File: config.mk
export PLATFORM = sky130hd
export DESIGN_NAME = uart8_receiver
export DESIGN_NICKNAME = d
export VERILOG_FILES = /design/src/rtl/uart8_receiver.sv
export SDC_FILE = /design/constraint.sdc
export NUM_CORES = 1
export LEC_CHECK = 0
export ABC_CLOCK_PERIOD_IN_PS = 2000
export CORE_UTILIZATION = 40
export DETAILED_ROUTE_END_ITERATION = 8
export GPL_TIMING_DRIVEN = 0
export MAX_ROUTING_LAYER = met4
export PLACE_DENSITY = 0.66
export SLEW_MARGIN = 40
export SYNTH_ARGS = -nofsm -noshare
export SYNTH_HDL_FRONTEND = slang
export SYNTH_SLANG_ARGS = --single-unit
File: constraint.sdc
create_clock -name clk -period 2 [get_ports clk]
set_input_delay 0.5 -clock clk [delete_from_list [all_inputs] [get_ports clk]]
set_output_delay 0.5 -clock clk [all_outputs]
set_load 0.1 [all_outputs]
File: src/rtl/uart8_receiver.sv
// ============================================================================
// Module   : uart8_receiver
// Summary  : 8N1 UART receiver with 2-flop line synchroniser and centre
//            sampling; optional even-parity bit via `UART_RX_PARITY_EN.
// Revision : 1.0 - initial release
// ============================================================================
`default_nettype none

module uart8_receiver #(
    parameter int OVERSAMPLE = 16,
    parameter int CNT_W      = $clog2(OVERSAMPLE)
) (
    input  logic       clk,
    input  logic       rst,
    input  logic       en,
    input  logic       in,
    output logic [7:0] out,
    output logic       valid,
    output logic       busy,
    output logic       err
);

    localparam logic [CNT_W-1:0] C_HALF_M1 = CNT_W'(OVERSAMPLE / 2 - 1);
    localparam logic [CNT_W-1:0] C_FULL_M1 = CNT_W'(OVERSAMPLE - 1);
    localparam logic [2:0]       C_LAST_BIT = 3'd7;

    typedef enum logic [2:0] {
        S_IDLE   = 3'd0,
        S_START  = 3'd1,
        S_DATA   = 3'd2,
        S_PARITY = 3'd3,
        S_STOP   = 3'd4
    } state_t;

    state_t           r_state;
    state_t           w_state_nxt;
    logic             r_sync1;
    logic             r_sync2;
    logic [CNT_W-1:0] r_cnt;
    logic [CNT_W-1:0] w_cnt_nxt;
    logic [2:0]       r_bit_idx;
    logic [2:0]       w_bit_nxt;
    logic [7:0]       r_shreg;
    logic [7:0]       w_shreg_nxt;
    logic [7:0]       r_out;
    logic [7:0]       w_out_nxt;
    logic             r_valid;
    logic             w_valid_nxt;
    logic             r_err;
    logic             w_err_nxt;
    logic             w_frame_ok;

`ifdef UART_RX_PARITY_EN
    logic             r_par;
    logic             w_par_nxt;

    // Even parity: data XOR parity bit must be zero for a good frame.
    assign w_frame_ok = r_sync2 & ~(^{r_shreg, r_par});
`else
    assign w_frame_ok = r_sync2;
`endif

    // Line synchroniser; flops reset to the idle (high) level.
    always_ff @(posedge clk) begin
        if (rst) begin
            r_sync1 <= 1'b1;
            r_sync2 <= 1'b1;
        end else begin
            r_sync1 <= in;
            r_sync2 <= r_sync1;
        end
    end

    always_ff @(posedge clk) begin
        if (rst) begin
            r_state   <= S_IDLE;
            r_cnt     <= '0;
            r_bit_idx <= 3'd0;
            r_shreg   <= 8'h00;
            r_out     <= 8'h00;
            r_valid   <= 1'b0;
            r_err     <= 1'b0;
`ifdef UART_RX_PARITY_EN
            r_par     <= 1'b0;
`endif
        end else begin
            r_state   <= w_state_nxt;
            r_cnt     <= w_cnt_nxt;
            r_bit_idx <= w_bit_nxt;
            r_shreg   <= w_shreg_nxt;
            r_out     <= w_out_nxt;
            r_valid   <= w_valid_nxt;
            r_err     <= w_err_nxt;
`ifdef UART_RX_PARITY_EN
            r_par     <= w_par_nxt;
`endif
        end
    end

    always_comb begin
        w_state_nxt = r_state;
        w_cnt_nxt   = r_cnt;
        w_bit_nxt   = r_bit_idx;
        w_shreg_nxt = r_shreg;
        w_out_nxt   = r_out;
        w_valid_nxt = 1'b0;
        w_err_nxt   = 1'b0;
`ifdef UART_RX_PARITY_EN
        w_par_nxt   = r_par;
`endif
        case (r_state)
            S_IDLE: begin
                if (en && !r_sync2) begin
                    w_state_nxt = S_START;
                    w_cnt_nxt   = '0;
                end
            end
            S_START: begin
                // Half-bit recheck rejects short glitches on the idle line.
                if (r_cnt == C_HALF_M1) begin
                    w_cnt_nxt = '0;
                    if (!r_sync2) begin
                        w_state_nxt = S_DATA;
                        w_bit_nxt   = 3'd0;
                    end else begin
                        w_state_nxt = S_IDLE;
                    end
                end else begin
                    w_cnt_nxt = r_cnt + CNT_W'(1);
                end
            end
            S_DATA: begin
                if (r_cnt == C_FULL_M1) begin
                    w_shreg_nxt[r_bit_idx] = r_sync2;
                    w_cnt_nxt              = '0;
                    if (r_bit_idx == C_LAST_BIT) begin
`ifdef UART_RX_PARITY_EN
                        w_state_nxt = S_PARITY;
`else
                        w_state_nxt = S_STOP;
`endif
                    end else begin
                        w_bit_nxt = r_bit_idx + 3'd1;
                    end
                end else begin
                    w_cnt_nxt = r_cnt + CNT_W'(1);
                end
            end
`ifdef UART_RX_PARITY_EN
            S_PARITY: begin
                if (r_cnt == C_FULL_M1) begin
                    w_par_nxt   = r_sync2;
                    w_cnt_nxt   = '0;
                    w_state_nxt = S_STOP;
                end else begin
                    w_cnt_nxt = r_cnt + CNT_W'(1);
                end
            end
`endif
            S_STOP: begin
                // Leave at mid-stop-bit so a back-to-back start edge is caught.
                if (r_cnt == C_FULL_M1) begin
                    if (w_frame_ok) begin
                        w_out_nxt   = r_shreg;
                        w_valid_nxt = 1'b1;
                    end else begin
                        w_err_nxt = 1'b1;
                    end
                    w_cnt_nxt   = '0;
                    w_bit_nxt   = 3'd0;
                    w_state_nxt = S_IDLE;
                end else begin
                    w_cnt_nxt = r_cnt + CNT_W'(1);
                end
            end
            default: begin
                w_state_nxt = S_IDLE;
                w_cnt_nxt   = '0;
                w_bit_nxt   = 3'd0;
            end
        endcase
    end

    assign out   = r_out;
    assign valid = r_valid;
    assign err   = r_err;
    assign busy  = (r_state != S_IDLE);

endmodule

`default_nettype wire

==> impl_metrics.toml <==
[critical_path]
max_stage_delay_ns = 0.35
start_kind = "register"
path_cells = "buf_4, or3_1, buf_4"
cp_max_fo = 10
r2r-end = "out[7]$_SDFFE_PP0P_"
crit_type = "reg2out"
slowest_stage = "dfxtp_1"
critPathArrivalTime_ns = 1.45
r2r-start = "r_state[1]$_SDFFE_PP0P_"
endpoint_kind = "primary output"
crit_required_ns = 1.50
path_common_cell = "buf_4"
r2r_slack_ns = 0.17
rr_worst_depth = 5

[clock_network]
cts_setup_buffers = 0
cts_max_level = 2
insertion_delay_ns = 0.34
clk_path_buf_depth = 2
root_buffer = "clkbuf_4"
cts.sinks = 30
clk_pin_slew_ns = 0.10
tritoncts = "built"
cts_buffers = 5

[synthesis]
synth_seq_cells = 30
synth_edf_count = 0
ys.flop_type = "dfxtp_1"
syn-instance-count = 151
synth_fp_nets = 158
synth_area_um2 = 1390
synthSimpleGateAreaFrac_pct = 28.0
synthMuxAreaShare_pct = 12.2
yosysUniqueCellTypes = 39
yosys.area_share.adder_pct = 2.69
yosysSeqAreaShare_pct = 43.1
synthArstFlopShare_pct = 0
synth_compound_area_share_pct = 10.1
synth_top_family_by_area = "simple AND/OR/NAND/NOR gates"
synth_xor_area_share_pct = 0.628
avgSynthCellArea_um2 = 9.23
yosys_warnings = 0

[finish]
diodes = 0
multi_input_area_um2 = 748
nets = 179
drive_gt1_share_pct = 17.3
syn2layout_area_growth_pct = 15.0
final_cell_mix = "30 x dfxtp_1, 24 x nor2_1, 17 x mux2i_1"
nFillCells = 341
final_common_cell = "dfxtp_1"
seq_area_um2 = 601
final_util_pct = 48.0

[detailed_routing]
firstDrtPassIters = 4
drc = 0
wire_per_inst_um = 13.8
ant_nets = 0
drt_wl_total_um = 3010
drt-initial-drc-count = 40
vias = 1193
vias_per_cell = 5.45

[placed_design]
port_buffers = 14
routabilityCongestion = 0.801
dp_slack_ns = -0.0988
hpwl_um = 2090

[worst_hold_path]
hold_path_end = "r_sync2$_SDFF_PP1_"
hold_path.startpoint = "r_sync1$_SDFF_PP1_"
hold_class = "reg2reg"
holdPathStages = 1

[global_route]
grt_usage_pct = 19.1
grt_pass1_vias = 1054
grt_max_degree = 11
antenna_found_initial = 0
grt_pass1_wl_um = 4930
overflow = 0

[timing]
finClkSkew_ns = 0.0134
timing.hold.ws_ns = 0.414
timing.fmax_mhz = 513
final.setup.tns_ns = 0
drv_slew = 0
rsz0062_at_grt = "no"
worst_slew_pin_slew_ns = 0.532
slew-limit-headroom_pct = 64.4
hold_violations = 0
setup_slack_ns = 0.0491
setup_viol = 0
fin_crit_sh_pct = 97.5
period_minus_slack_ns = 1.95

[power_and_ir_drop]
power.density_nw_per_um2 = 687
irDropWorstVdd_mv = 0.320
total_leakage_power_uw = 0.000716
total_power_uw = 1100

[floorplanning]
core_area_um2 = 3340
ios = 15
dieArea_um2 = 3720
initial_core_util_pct = 41.8
die_h_um = 61.0
die_w_um = 61.0
core.rowCount = 21

[job]
max_cap_viol_count = 0

[status]
status = "finished clean"
## cell usage after synthesis, drive strengths merged, types with 3 or more instances
library cell	n	share of area [%]
dfxtp	30	43
nor2	24	6.5
mux2i	17	12
nand4	9	4.0
nor3b	6	3.6
a21oi	5	1.8
buf	5	2.2
nand2	5	1.3
o21ai	5	1.8
nand3	4	1.8
nand3b	4	2.2
nor2b	4	1.8
clkbuf	3	0.81
ha	3	2.7
or2	3	1.3
## per-layer routing
metal,track usage [%],routed length (um),vias to the layer above
met5,-,0,-
met4,8.77,60,0
met3,6.72,89,6
met2,27.3,1390,17
met1,24.0,1470,577
li1,-,-,593
## cells by family (layout without fill, tap and decap cells)
family          Yosys count  in the layout
mux                      17             17
buf+inv                   9             31
compound gates           21             21
simple gates             70             70
xor+xnor                  1              1
flops                    30             30
fa+ha+maj                 3              3
## through the flow
| step | std cells | cell area [um2] |
|---|---|---|
| 2_1_floorplan | 151 | 1390 |
| 6_report | 219 | 1600 |
| 5_1_grt | 219 | 1600 |
| 4_1_cts | 219 | 1600 |
| 3_5_place_dp | 211 | 1540 |
| 3_3_place_gp | 211 | 1590 |
## worst max path at each step
stage	from	endpoint	slack, ns	cells past startpoint
global route	r_state[1]$_SDFFE_PP0P_	out[4]$_SDFFE_PP0P_	0.01	5
detailed placement	rst	r_shreg[0]$_SDFFE_PP0P_	-0.1	4
global placement	r_state[2]$_SDFFE_PP0P_	busy	-0.30	3
floorplan	r_state[2]$_SDFFE_PP0P_	r_cnt[3]$_SDFFE_PP0P_	0.20	5
finish	r_state[2]$_SDFFE_PP0P_	busy	0.05	3
CTS	r_state[2]$_SDFFE_PP0P_	busy	0.05	3
## area by class of cell
| type | instances | share of cell area (%) |
|---|---|---|
| Timing Repair Buffer | 14 | 5.46 |
| Multi-Input combinational cell | 112 | 46.7 |
| Tap cell | 46 | 3.59 |
| Clock inverter | 2 | 0.781 |
| Inverter | 1 | 0.234 |
| Sequential cell | 30 | 37.5 |
| Clock buffer | 6 | 3.20 |
| Buffer | 8 | 2.58 |
## critical path, delay by kind of cell, from the launching register on
family | cells | cell delay, ns
simple gates | 1 | 0.33
buf+inv | 2 | 0.43
flops | 1 | 0.35
## power breakdown
group	switching [uW]	leakage (uW)	internal [uW]
Clock	222	0.0000343	169
Combinational	64.5	0.000440	35.3
Sequential	6.80	0.000242	604
Total	294	0.000716	808
## registers in the layout, summed over array words and instances (netlist names)
register	cells
err	1
out	8
r_bit_idx	3
r_cnt	4
r_shreg	8
r_state	3
r_sync1	1
r_sync2	1
valid	1
## what timing repair did
item | CTS | global route
resized for setup | 1 | 0
hold buffers | 0 | 0
setup endpoints to repair | 1 | 0
Power figures use the tool's default switching activity.
